`src/rtl/vscale_mem_arbiter.sv`:
```
// Shares one memory port between fetch and data; data wins unless fetch has starved, responses routed in order.
// Latency: request and response paths are combinational; backpressure: ready drops while memory stalls or the tag FIFO is full.

module vscale_mem_arbiter_fifo #(
    parameter int WIDTH = 1,
    parameter int DEPTH = 2
) (
    input  logic             clk,
    input  logic             reset,
    input  logic             push,
    input  logic [WIDTH-1:0] push_data,
    input  logic             pop,
    output logic [WIDTH-1:0] pop_data,
    output logic             empty,
    output logic             full
);
    localparam int PTR_WIDTH = (DEPTH > 1) ? $clog2(DEPTH) : 1;
    localparam int CNT_WIDTH = $clog2(DEPTH + 1);

    logic [WIDTH-1:0]     store [DEPTH];
    logic [PTR_WIDTH-1:0] wr_ptr;
    logic [PTR_WIDTH-1:0] rd_ptr;
    logic [CNT_WIDTH-1:0] count;
    logic                 do_push;
    logic                 do_pop;

    function automatic logic [PTR_WIDTH-1:0] next_ptr(input logic [PTR_WIDTH-1:0] p);
        return (p == PTR_WIDTH'(DEPTH - 1)) ? '0 : p + 1'b1;
    endfunction

    assign empty    = (count == '0);
    assign full     = (count == CNT_WIDTH'(DEPTH));
    assign do_push  = push && !full;
    assign do_pop   = pop && !empty;
    assign pop_data = store[rd_ptr];

    always_ff @(posedge clk or posedge reset) begin
        if (reset) begin
            wr_ptr <= '0;
            rd_ptr <= '0;
            count  <= '0;
        end else begin
            if (do_push) wr_ptr <= next_ptr(wr_ptr);
            if (do_pop)  rd_ptr <= next_ptr(rd_ptr);
            if (do_push && !do_pop)      count <= count + 1'b1;
            else if (do_pop && !do_push) count <= count - 1'b1;
        end
    end

    // Payload storage needs no reset: occupancy is tracked by count alone.
    always_ff @(posedge clk) begin
        if (do_push) store[wr_ptr] <= push_data;
    end
endmodule

module vscale_mem_arbiter #(
    parameter int ADDR_WIDTH      = 32,
    parameter int DATA_WIDTH      = 32,
    parameter int MAX_OUTSTANDING = 2,
    parameter int STARVE_LIMIT    = 4
) (
    input  logic                    clk,
    input  logic                    reset,
    input  logic                    imem_req_valid,
    output logic                    imem_req_ready,
    input  logic [ADDR_WIDTH-1:0]   imem_addr,
    output logic                    imem_resp_valid,
    output logic [DATA_WIDTH-1:0]   imem_resp_data,
    input  logic                    dmem_req_valid,
    output logic                    dmem_req_ready,
    input  logic [ADDR_WIDTH-1:0]   dmem_addr,
    input  logic                    dmem_wen,
    input  logic [DATA_WIDTH-1:0]   dmem_wdata,
    input  logic [DATA_WIDTH/8-1:0] dmem_wmask,
    output logic                    dmem_resp_valid,
    output logic [DATA_WIDTH-1:0]   dmem_resp_data,
    output logic                    mem_req_valid,
    input  logic                    mem_req_ready,
    output logic [ADDR_WIDTH-1:0]   mem_addr,
    output logic                    mem_wen,
    output logic [DATA_WIDTH-1:0]   mem_wdata,
    output logic [DATA_WIDTH/8-1:0] mem_wmask,
    input  logic                    mem_resp_valid,
    input  logic [DATA_WIDTH-1:0]   mem_resp_data,
    output logic                    protocol_err
);
    localparam int CNT_WIDTH = $clog2(STARVE_LIMIT + 1);

    logic [CNT_WIDTH-1:0] starve_cnt;
    logic                 force_imem;
    logic                 sel_imem;
    logic                 sel_dmem;
    logic                 fifo_full;
    logic                 fifo_empty;
    logic                 head_dmem;
    logic                 accept;
    logic                 pop;

    assign force_imem = imem_req_valid && (starve_cnt == CNT_WIDTH'(STARVE_LIMIT));
    assign sel_dmem   = dmem_req_valid && !force_imem;
    assign sel_imem   = imem_req_valid && !sel_dmem;

    // A full tag FIFO blocks issue even when a response frees a slot this cycle.
    assign mem_req_valid  = (imem_req_valid || dmem_req_valid) && !fifo_full;
    assign imem_req_ready = sel_imem && mem_req_ready && !fifo_full;
    assign dmem_req_ready = sel_dmem && mem_req_ready && !fifo_full;
    assign accept         = mem_req_valid && mem_req_ready;

    assign mem_addr  = sel_dmem ? dmem_addr : imem_addr;
    assign mem_wen   = sel_dmem && dmem_wen;
    assign mem_wdata = sel_dmem ? dmem_wdata : '0;
    assign mem_wmask = sel_dmem ? dmem_wmask : '0;

    assign pop             = mem_resp_valid && !fifo_empty;
    assign imem_resp_valid = pop && !head_dmem;
    assign dmem_resp_valid = pop && head_dmem;
    assign imem_resp_data  = mem_resp_data;
    assign dmem_resp_data  = mem_resp_data;

    vscale_mem_arbiter_fifo #(
        .WIDTH (1),
        .DEPTH (MAX_OUTSTANDING)
    ) u_tag_fifo (
        .clk       (clk),
        .reset     (reset),
        .push      (accept),
        .push_data (sel_dmem),
        .pop       (pop),
        .pop_data  (head_dmem),
        .empty     (fifo_empty),
        .full      (fifo_full)
    );

    // Counts data grants that overtook a waiting fetch; saturates at the limit.
    always_ff @(posedge clk or posedge reset) begin
        if (reset) begin
            starve_cnt <= '0;
        end else if (!imem_req_valid) begin
            starve_cnt <= '0;
        end else if (accept && sel_imem) begin
            starve_cnt <= '0;
        end else if (accept && sel_dmem && (starve_cnt < CNT_WIDTH'(STARVE_LIMIT))) begin
            starve_cnt <= starve_cnt + 1'b1;
        end
    end

    always_ff @(posedge clk or posedge reset) begin
        if (reset) begin
            protocol_err <= 1'b0;
        end else if (mem_resp_valid && fifo_empty) begin
            protocol_err <= 1'b1;
        end
    end
endmodule
```
`config.mk`:
```
export PLATFORM = sky130hd
export DESIGN_NAME = vscale_mem_arbiter
export DESIGN_NICKNAME = d
export VERILOG_FILES = /design/src/rtl/vscale_mem_arbiter.sv
export SDC_FILE = /design/constraint.sdc
export NUM_CORES = 1
export LEC_CHECK = 0
export ABC_AREA = 1
export BUFFER_PORTS_ARGS = -buffer_cell sky130_fd_sc_hd__buf_2
export CORE_AREA = 2 2 109 111
export CTS_BUF_LIST = sky130_fd_sc_hd__clkbuf_8 sky130_fd_sc_hd__clkbuf_16
export CTS_CLUSTER_DIAMETER = 60
export CTS_CLUSTER_SIZE = 14
export DETAILED_ROUTE_END_ITERATION = 16
export DIE_AREA = 0 0 111 113
export HOLD_SLACK_MARGIN = 0.1
export PLACE_DENSITY = 0.49
export SKIP_CTS_REPAIR_TIMING = 1
export SYNTH_ARGS = -nofsm -noshare
export SYNTH_HDL_FRONTEND = slang
export SYNTH_HIERARCHICAL = 1
export SYNTH_SLANG_ARGS = --single-unit
```
`constraint.sdc`:
```
create_clock -name clk -period 4 [get_ports clk]
set_input_delay 0.6 -clock clk [delete_from_list [all_inputs] [get_ports clk]]
set_output_delay 0.6 -clock clk [all_outputs]
set_load 0.02 [all_outputs]
```
# ---- Word level (Yosys, flattened, before mapping)
# Memory sizes are Yosys's and may differ from the RTL's.
# Cells that the tools add are included.
dict set report word_totals {
  output_inout_bits 139
  ram_bits 2
  ff_bits 8
  inputBits 139
  n_memories 1
}
# name words width rd rd_ports_with_merged_regs write_ports line
set mem_list {}
lappend mem_list {u_tag_fifo.store 2 1 1 0 1 20} ;# logic [WIDTH-1:0] store [DEPTH];
dict set report op_classes {
  eq_ne 3
  add_sub_neg 5
  reduce_logical 31
  mux 12
  order_cmp 1
}
# operator count
set ops {}
lappend ops {{32-bit 2-to-1 mux} 2}
lappend ops {{1-bit logical AND} 21}
lappend ops {{3-bit 2-to-1 mux} 3}
lappend ops {{1-bit zero test} 7}
lappend ops {{1-bit 2-to-1 mux} 4}
lappend ops {{2-bit 2-to-1 mux} 2}
lappend ops {{4-bit 2-to-1 mux} 1}
lappend ops {{3-bit by 1-bit adder with 3-bit output (second input constant)} 1}
lappend ops {{3-bit == test (second input constant)} 1}
lappend ops {{3-bit less-than comparator (second input constant)} 1}
lappend ops {{3-bit by 1-bit inequality test with 1-bit output (second input constant)} 1}
lappend ops {{1-bit adder (second input constant)} 2}
lappend ops {{2-bit by 1-bit adder with 2-bit output (second input constant)} 1}
lappend ops {{2-bit == test (second input constant)} 1}
lappend ops {{2-bit zero test} 1}
lappend ops {{2-bit nonzero test} 1}
lappend ops {{2-bit by 1-bit subtractor with 2-bit output (second input constant)} 1}
lappend ops {{1-bit logical OR} 1}

# ---- Longest topological paths before layout
# Gate-level depths: netlist (run 1).
dict set report depth {
  depth_word 9
  mapped_depth 13
}

# ---- By module
# The synthesis (run 1) kept the hierarchy.
# module instances area_per_inst_um2 seq_area_each_um2 cells_per_inst
set by_module_without_submodules {}
lappend by_module_without_submodules {vscale_mem_arbiter 1 1532.7 100.1 292}
lappend by_module_without_submodules {vscale_mem_arbiter_fifo 1 309.0 160.2 38}

# ---- Worst setup path before layout (run 1)
# Ideal clock, no wire load.
dict set report synth_path {
  path_type {input-to-output}
  from {input imem_req_valid}
  to {output mem_wdata[0]}
  setup_slack_ns 2.036
  t_arrival_ns 1.364
  cell_stages 5
  path_cell_list {buf_4 -> nand3_2 -> nand2_4 -> buf_2 -> nor2_1}
}
dict set report synth_between {
  elab_chain_len 4
}
# item line
set synth_rtl {}
lappend synth_rtl {{start: declaration} 64} ;# input logic imem_req_valid,
lappend synth_rtl {{1-bit logical AND} 99} ;# assign force_imem = imem_req_valid && (starve_cnt == CNT_WIDTH'(STARVE_LIMIT));
lappend synth_rtl {{1-bit zero test} 100} ;# assign sel_dmem = dmem_req_valid && !force_imem;
lappend synth_rtl {{1-bit logical AND} 100}
lappend synth_rtl {{32-bit 2-to-1 mux} 111} ;# assign mem_wdata = sel_dmem ? dmem_wdata : '0;
lappend synth_rtl {{end: declaration} 81} ;# output logic [DATA_WIDTH-1:0] mem_wdata,
# Every way passes these cells.

# ---- Worst setup path after layout (run 1)
dict set report layout_path {
  from {register starve_cnt[0]}
  to {output mem_addr[6]}
}
dict set report layout_between {
  elab_chain_len 5
}
# item line
set layout_rtl {}
lappend layout_rtl {{start: declaration} 89} ;# logic [CNT_WIDTH-1:0] starve_cnt;
lappend layout_rtl {{start signal: assignment} 143} ;# starve_cnt <= starve_cnt + 1'b1;
lappend layout_rtl {{3-bit == test} 99}
lappend layout_rtl {{1-bit logical AND} 99}
lappend layout_rtl {{1-bit zero test} 100}
lappend layout_rtl {{1-bit logical AND} 100}
lappend layout_rtl {{32-bit 2-to-1 mux} 109} ;# assign mem_addr = sel_dmem ? dmem_addr : imem_addr;
lappend layout_rtl {{end: declaration} 79} ;# output logic [ADDR_WIDTH-1:0] mem_addr,
# Every way passes these cells.

==> results of run 1 <==
[final timing paths]
kind	from	to	slack, ps
setup / recovery	starve_cnt[0]$_DFFE_PP0P_	mem_addr[6]	1120
hold / removal	reset	protocol_err$_DFFE_PP0P_	260
setup reg to reg	starve_cnt[0]$_DFFE_PP0P_	u_tag_fifo/store[1]$_DFFE_PP_	2000
hold reg to reg	protocol_err$_DFFE_PP0P_	protocol_err$_DFFE_PP0P_	460
max in group asynchronous	reset	u_tag_fifo/count[1]$_DFFE_PP0P_	3580
min in group clk	protocol_err$_DFFE_PP0P_	protocol_err$_DFFE_PP0P_	460
[flip-flops by register name, indices dropped and copies added (netlist names)]
name,cells
protocol_err,1
starve_cnt,3
u_tag_fifo/count,2
u_tag_fifo/rd_ptr,1
u_tag_fifo/store,2
u_tag_fifo/wr_ptr,1
[layout by cell type, fill, tap and decap left out, drive strengths merged]
cell type / Yosys / layout
buf: 75 / 181
nor3: 1 / 1
nor3b: 1 / 1
dfrtp: 8 / 8
a21o: 1 / 1
nand3: 7 / 7
o21ai: 2 / 2
nor2: 46 / 46
xor2: 1 / 1
clkbuf: 0 / 3
inv: 57 / 58
nand3b: 3 / 3
edfxtp: 2 / 2
xnor2: 1 / 1
a21oi: 2 / 2
nand4: 2 / 2
nand2: 118 / 118
ha: 3 / 3
[logic make-up (layout without fill, tap and decap cells)]
logic type / count (synthesis) / count (layout) / synth area share (%)
XOR/XNOR: 2 / 2 / 0.951
adder cells (fa/ha/maj): 3 / 3 / 2.04
AO/OA/AOI/OAI: 5 / 5 / 1.49
flip-flops: 10 / 10 / 14.1
buffers and inverters: 132 / 242 / 42.5
AND/OR/NAND/NOR: 178 / 178 / 38.9
[through the flow]
step / util, % / total power [mW] / instances / hold WS [ps]
after detailed placement: 20.9 / 0.579 / 579 / 462
final: 21.6 / 0.752 / 583 / 259
after CTS: 21.6 / 0.759 / 583 / 263
after floorplan: - / 0.529 / 330 / 366
after global routing: 21.6 / 0.817 / 583 / 274
after global placement: 20.9 / 0.571 / 579 / 442
[where the power goes]
group          leakage, nW  switching (mW)  internal [mW]  total, mW
Sequential           0.115          0.0280          0.136      0.164
Combinational         1.55           0.257          0.157      0.414
Clock               0.0423          0.0435          0.131      0.174
[area by class of cell]
class | instances | area, sq um | share of cell area (%)
Inverter | 57 | 216 | 8.88
Tap cell | 143 | 179 | 7.34
Clock buffer | 3 | 75.1 | 3.08
Multi-Input combinational cell | 188 | 798 | 32.7
Sequential cell | 10 | 260 | 10.7
Clock inverter | 1 | 3.75 | 0.154
Timing Repair Buffer | 181 | 906 | 37.1
[routing by layer]
metal	part of all wire (%)	up-vias	track usage, %	wire (um)
li1	-	1107	-	-
met1	36	908	9.22	2260
met2	50	165	17.2	3140
met3	12	11	3.27	767
met4	2.1	0	2.92	130
met5	0	-	0	0
==> flow_summary.yaml, run 1 <==
status:
  status: "finished, final reports clean"
timing:
  period_share_pct: 71.9
  relSlewSlack_pct: 51.2
  slew_viol_final: 0
  rsz0062_at_grt: "false"
  finalSetupViolCount: 0
  fin_ws_ps: 1120
  skew_ps: 2.56
  worst_pin_slew_ps: 731
  timing.fmax_mhz: 348
  setup-tns-final_ps: 0
  min_period_ps: 2880
  final_hold_viol_count: 0
logic_synthesis:
  synth_cell_types: 23
  synth_top_cell_by_area: "buf_4"
  ys_seq_elements: 10
  syn_nets: 472
  ys_seq_area_share_pct: 14.1
  yosysMostFrequentCell: "nand2_1"
  synth_cells: 330
  synth_common_cells: "nand2_1 (117), buf_4 (69), inv_1 (56)"
  synth-edff-count: 2
  synth-warning-count: 6
  async_flop_share_pct: 80.0
  netlist_area_sq_mm: 0.00184
  avgSynthCellArea_sq_um: 5.58
  synth_top_area_share_pct: 28.1
  synthTopCellsByArea: "buf_4 (28%), nand2_1 (24%), inv_1 (11%)"
  synth_flop_cell: "dfrtp_1"
worst_setup_path:
  cp_slowest_stage_delay_ps: 560
  slowest_stage: "nand2_4"
  crit_fanout: 72
  startpoint_type: "flip-flop"
  r2r_cells: 5
  crit_buf_inv: 3
  crit_cells: 8
  cp_top_family: "simple AND/OR/NAND/NOR gates"
  path_class: "flip-flop to output pin"
  critical_path_arrival_ps: 2280
  crit_chain: "inv_1 > ha_1 > nand3_2 > nand2_4 > inv_4 > nand2_1 > nand2_1 > buf_2"
  worstPathRequired_ps: 3400
  endpoint_kind: "output pin"
  cpMostUsedCell: "nand2_1"
placement:
  placed_area_sq_mm: 0.00236
  port_buffers: 181
  hpwl_um: 5330
  dp_slack_ps: 1220
  globalplace.congestion: 0.780
cells_and_area:
  drive_above_1_share_pct: 43.0
  n_fill_cell: 1273
  final_area_sq_mm: 0.00244
  nets: 583
  syn_to_final_growth_pct: 32.4
  diodes: 0
route:
  drt_wl_total_um: 6300
  vias: 2191
  drtIter0Drc: 47
  drc: 0
  ant_nets: 0
  via_per_inst: 3.76
  drt_first_pass_iters: 4
  wire_per_inst_um: 10.8
power:
  ir_drop_mv: 0.194
  pwr_density_cell_mw_per_mm2: 308
  p_leak_nw: 1.71
cts:
  cts_buffers: 3
  cts.htree.levels: 1
  cts_tree: "yes"
  clkTransAtPathRegs_ps: 40
  cts_sinks: 10
  cts_buffer_depth: 2
  cts_root_buf: "clkbuf_16"
  clk_latency_ps: 230
hold_path:
  hp-class: "input port to async pin"
floorplanning:
  die_area_sq_mm: 0.0125
  boundaryPins: 278
  die_height_um: 113
  core_area_sq_mm: 0.0113
  start_util_pct: 16.3
  row_count: 39
  die_width_um: 111
grt:
  grt_pass1_wl_um: 9450
  antenna_found_initial: 0
  grt_usage_pct: 9.05
  grt_overflow: 0
  grt_max_degree: 73
  grt_pass1_vias: 2071
flow_run:
  maxCapViolCount: 0
Power figures use the tool's default switching activity.
==> run 2, diff against run 1 <==
--- a/config.mk
+++ b/config.mk
@@ -7,14 +7,14 @@
 export LEC_CHECK = 0
 export ABC_AREA = 1
 export BUFFER_PORTS_ARGS = -buffer_cell sky130_fd_sc_hd__buf_2
-export CORE_AREA = 2 2 109 111
+export CORE_AREA = 2 2 108 110
 export CTS_BUF_LIST = sky130_fd_sc_hd__clkbuf_8 sky130_fd_sc_hd__clkbuf_16
 export CTS_CLUSTER_DIAMETER = 60
 export CTS_CLUSTER_SIZE = 14
 export DETAILED_ROUTE_END_ITERATION = 16
-export DIE_AREA = 0 0 111 113
+export DIE_AREA = 0 0 110 112
 export HOLD_SLACK_MARGIN = 0.1
-export PLACE_DENSITY = 0.49
+export PLACE_DENSITY = 0.51
 export SKIP_CTS_REPAIR_TIMING = 1
 export SYNTH_ARGS = -nofsm -noshare
 export SYNTH_HDL_FRONTEND = slang
==> constraint.sdc (replaced) <==
create_clock -name clk -period 2.4 [get_ports clk]
set_input_delay 0.36 -clock clk [delete_from_list [all_inputs] [get_ports clk]]
set_output_delay 0.36 -clock clk [all_outputs]
set_load 0.02 [all_outputs]
==> run 2 against run 1 <==
Final area is 1.7% higher. Total power is 68% higher. Largest power group unchanged. Hold slack gained 86 ps. First-iteration DRC count is 53% higher. Setup slack worse by 930 ps. Largest cell class unchanged.
==> flow_summary.yaml, run 2 (synthesis gave the netlist of run 1 again) <==
worst_setup_path:
  critical_path_arrival_ps: 1840
  startpoint_type: "flip-flop"
  crit_fanout: 51
  crit_buf_inv: 3
  crit_cells: 8
  cp_slowest_stage_delay_ps: 410
  r2r_setup_slack_ps: 660
  path_class: "flip-flop to output pin"
  r2r_cells: 12
  endpoint_kind: "output pin"
  slowest_stage: "dfrtp_1"
  crit_chain: "inv_1 > ha_1 > nand3_2 > nand2_8 > buf_12 > nand2_1 > nand2_1 > buf_2"
  cp_top_family: "simple AND/OR/NAND/NOR gates"
  cpMostUsedCell: "nand2_1"
  worstPathRequired_ps: 2040
power:
  p_leak_nw: 1.72
  clock_power_share_pct: 23.7
  ir_drop_mv: 0.336
  combPwrFrac_pct: 54.8
  switchingPower_mw: 0.554
  p_int_mw: 0.712
  pwr_density_cell_mw_per_mm2: 511
  finalPower_mw: 1.27
  pwr-share-seq_pct: 21.4
  swShare_pct: 43.8
route:
  via_per_inst: 3.75
  wl_met2_um: 3240
  drt_wl_total_um: 6330
  drc: 0
  top_layer: "met4"
  ant_nets: 0
  met1_length_um: 2270
  wl_met3_um: 696
  drt_first_pass_iters: 4
  vias: 2195
  drtIter0Drc: 72
  wire_per_inst_um: 10.8
cells_and_area:
  top_regs: "starve_cnt x3, u_tag_fifo/count x2, u_tag_fifo/store x2"
  nets: 585
  layout_common_cells: "buf_2 (181), nand2_1 (117), inv_1 (56)"
  final_common_cell: "buf_2"
  syn_to_final_growth_pct: 34.6
  n_fill_cell: 1259
  drive_above_1_share_pct: 43.0
  largest-register: "starve_cnt"
  post-route-util_pct: 22.2
  diodes: 0
  largest_register_ffs: 3
grt:
  grt_pass1_vias: 1961
  grt_pass1_wl_um: 9150
  grt_overflow: 0
  grt_usage_pct: 9.47
  grt_max_degree: 52
  antenna_found_initial: 0
timing:
  setup-tns-final_ps: 0
  finalSetupViolCount: 0
  relSlewSlack_pct: 79.2
  slew_viol_final: 0
  skew_ps: 3.09
  worst_pin_slew_ps: 311
  period_share_pct: 91.8
  final_hold_viol_count: 0
  timing.fmax_mhz: 454
  hold_slack_ps: 345
  fin_ws_ps: 197
  rsz0062_at_grt: "false"
  min_period_ps: 2200
cts:
  cts_sinks: 10
  cts_root_buf: "clkbuf_16"
  cts.htree.levels: 1
  clk_latency_ps: 240
  cts_buffer_depth: 2
  clkTransAtPathRegs_ps: 40
  cts_tree: "yes"
  cts_buffers: 3
placement:
  dp_slack_ps: 353
  hpwl_um: 5490
  port_buffers: 181
  globalplace.congestion: 0.784
hold_path:
  hp-class: "input port to flip-flop"
  holdPathStages: 2
floorplanning:
  die_height_um: 112
  row_count: 39
  die_area_sq_mm: 0.0123
  core_area_sq_mm: 0.0112
  boundaryPins: 278
  die_width_um: 110
  start_util_pct: 16.5
status:
  status: "finished, final reports clean"
flow_run:
  maxCapViolCount: 0
==> run 2: cell count changes in the layout (fill, tap and decap cells not counted) <==
cell | previous run | this run
buf_12 | 0 | 1
clkinv_1 | 0 | 1
dlygate4sd3_1 | 0 | 1
inv_1 | 57 | 56
inv_4 | 1 | 0
inv_6 | 0 | 1
nand2_4 | 1 | 0
nand2_8 | 0 | 1
==> run 2: area by class of cell <==
cell class	instances	area (sq um)	area share [%]
inverters	57	219	8.83
clock inverters	1	3.75	0.151
multi-input cells	188	807	32.5
flip-flops and latches	10	260	10.5
repair buffers	183	936	37.7
well taps	143	179	7.21
clock buffers	3	75.1	3.03
==> run 2: routing by layer <==
metal	up-vias	track usage, %
li1	1113	-
met3	9	2.75
met2	157	17.3
met4	0	3.46
met5	-	0
met1	916	10.0
==> run 2: path summary, 6_finish.rpt <==
check	start	end
hold / removal	mem_resp_valid	protocol_err$_DFFE_PP0P_
min in group asynchronous	reset	u_tag_fifo/rd_ptr$_DFFE_PP0P_
max in group asynchronous	reset	starve_cnt[2]$_DFFE_PP0P_
setup / recovery	starve_cnt[0]$_DFFE_PP0P_	mem_addr[9]
setup reg to reg	u_tag_fifo/count[1]$_DFFE_PP0P_	u_tag_fifo/count[1]$_DFFE_PP0P_
hold reg to reg	protocol_err$_DFFE_PP0P_	protocol_err$_DFFE_PP0P_
==> run 2: per-stage QoR <==
step	area [sq um]	std cells
after floorplan	1840	330
after CTS	2460	584
final	2480	585
after detailed placement	2380	580
after global routing	2480	585
after global placement	2380	580
==> run 2: worst reg2reg max path: stages, from the launching register on <==
cell and delay [ps]:
dfrtp_1 400, inv_1 120, nor2_2 70, inv_1 60, nand2_1 90, a21oi_1 160
inv_1 70, nor2_2 130, ha_1 260, inv_1 80, nand3_1 70, nand2_1 70
nand2_1 50
==> run 2: power by group through the flow <==
stage          Sequential, mW  Clock, mW  Combinational (mW)
2_1_floorplan           0.263          0               0.618
4_1_cts                 0.271      0.312               0.697
3_3_place_gp            0.270          0               0.683
5_1_grt                 0.279      0.326               0.776
6_report                0.272      0.301               0.695
3_5_place_dp            0.274          0               0.693
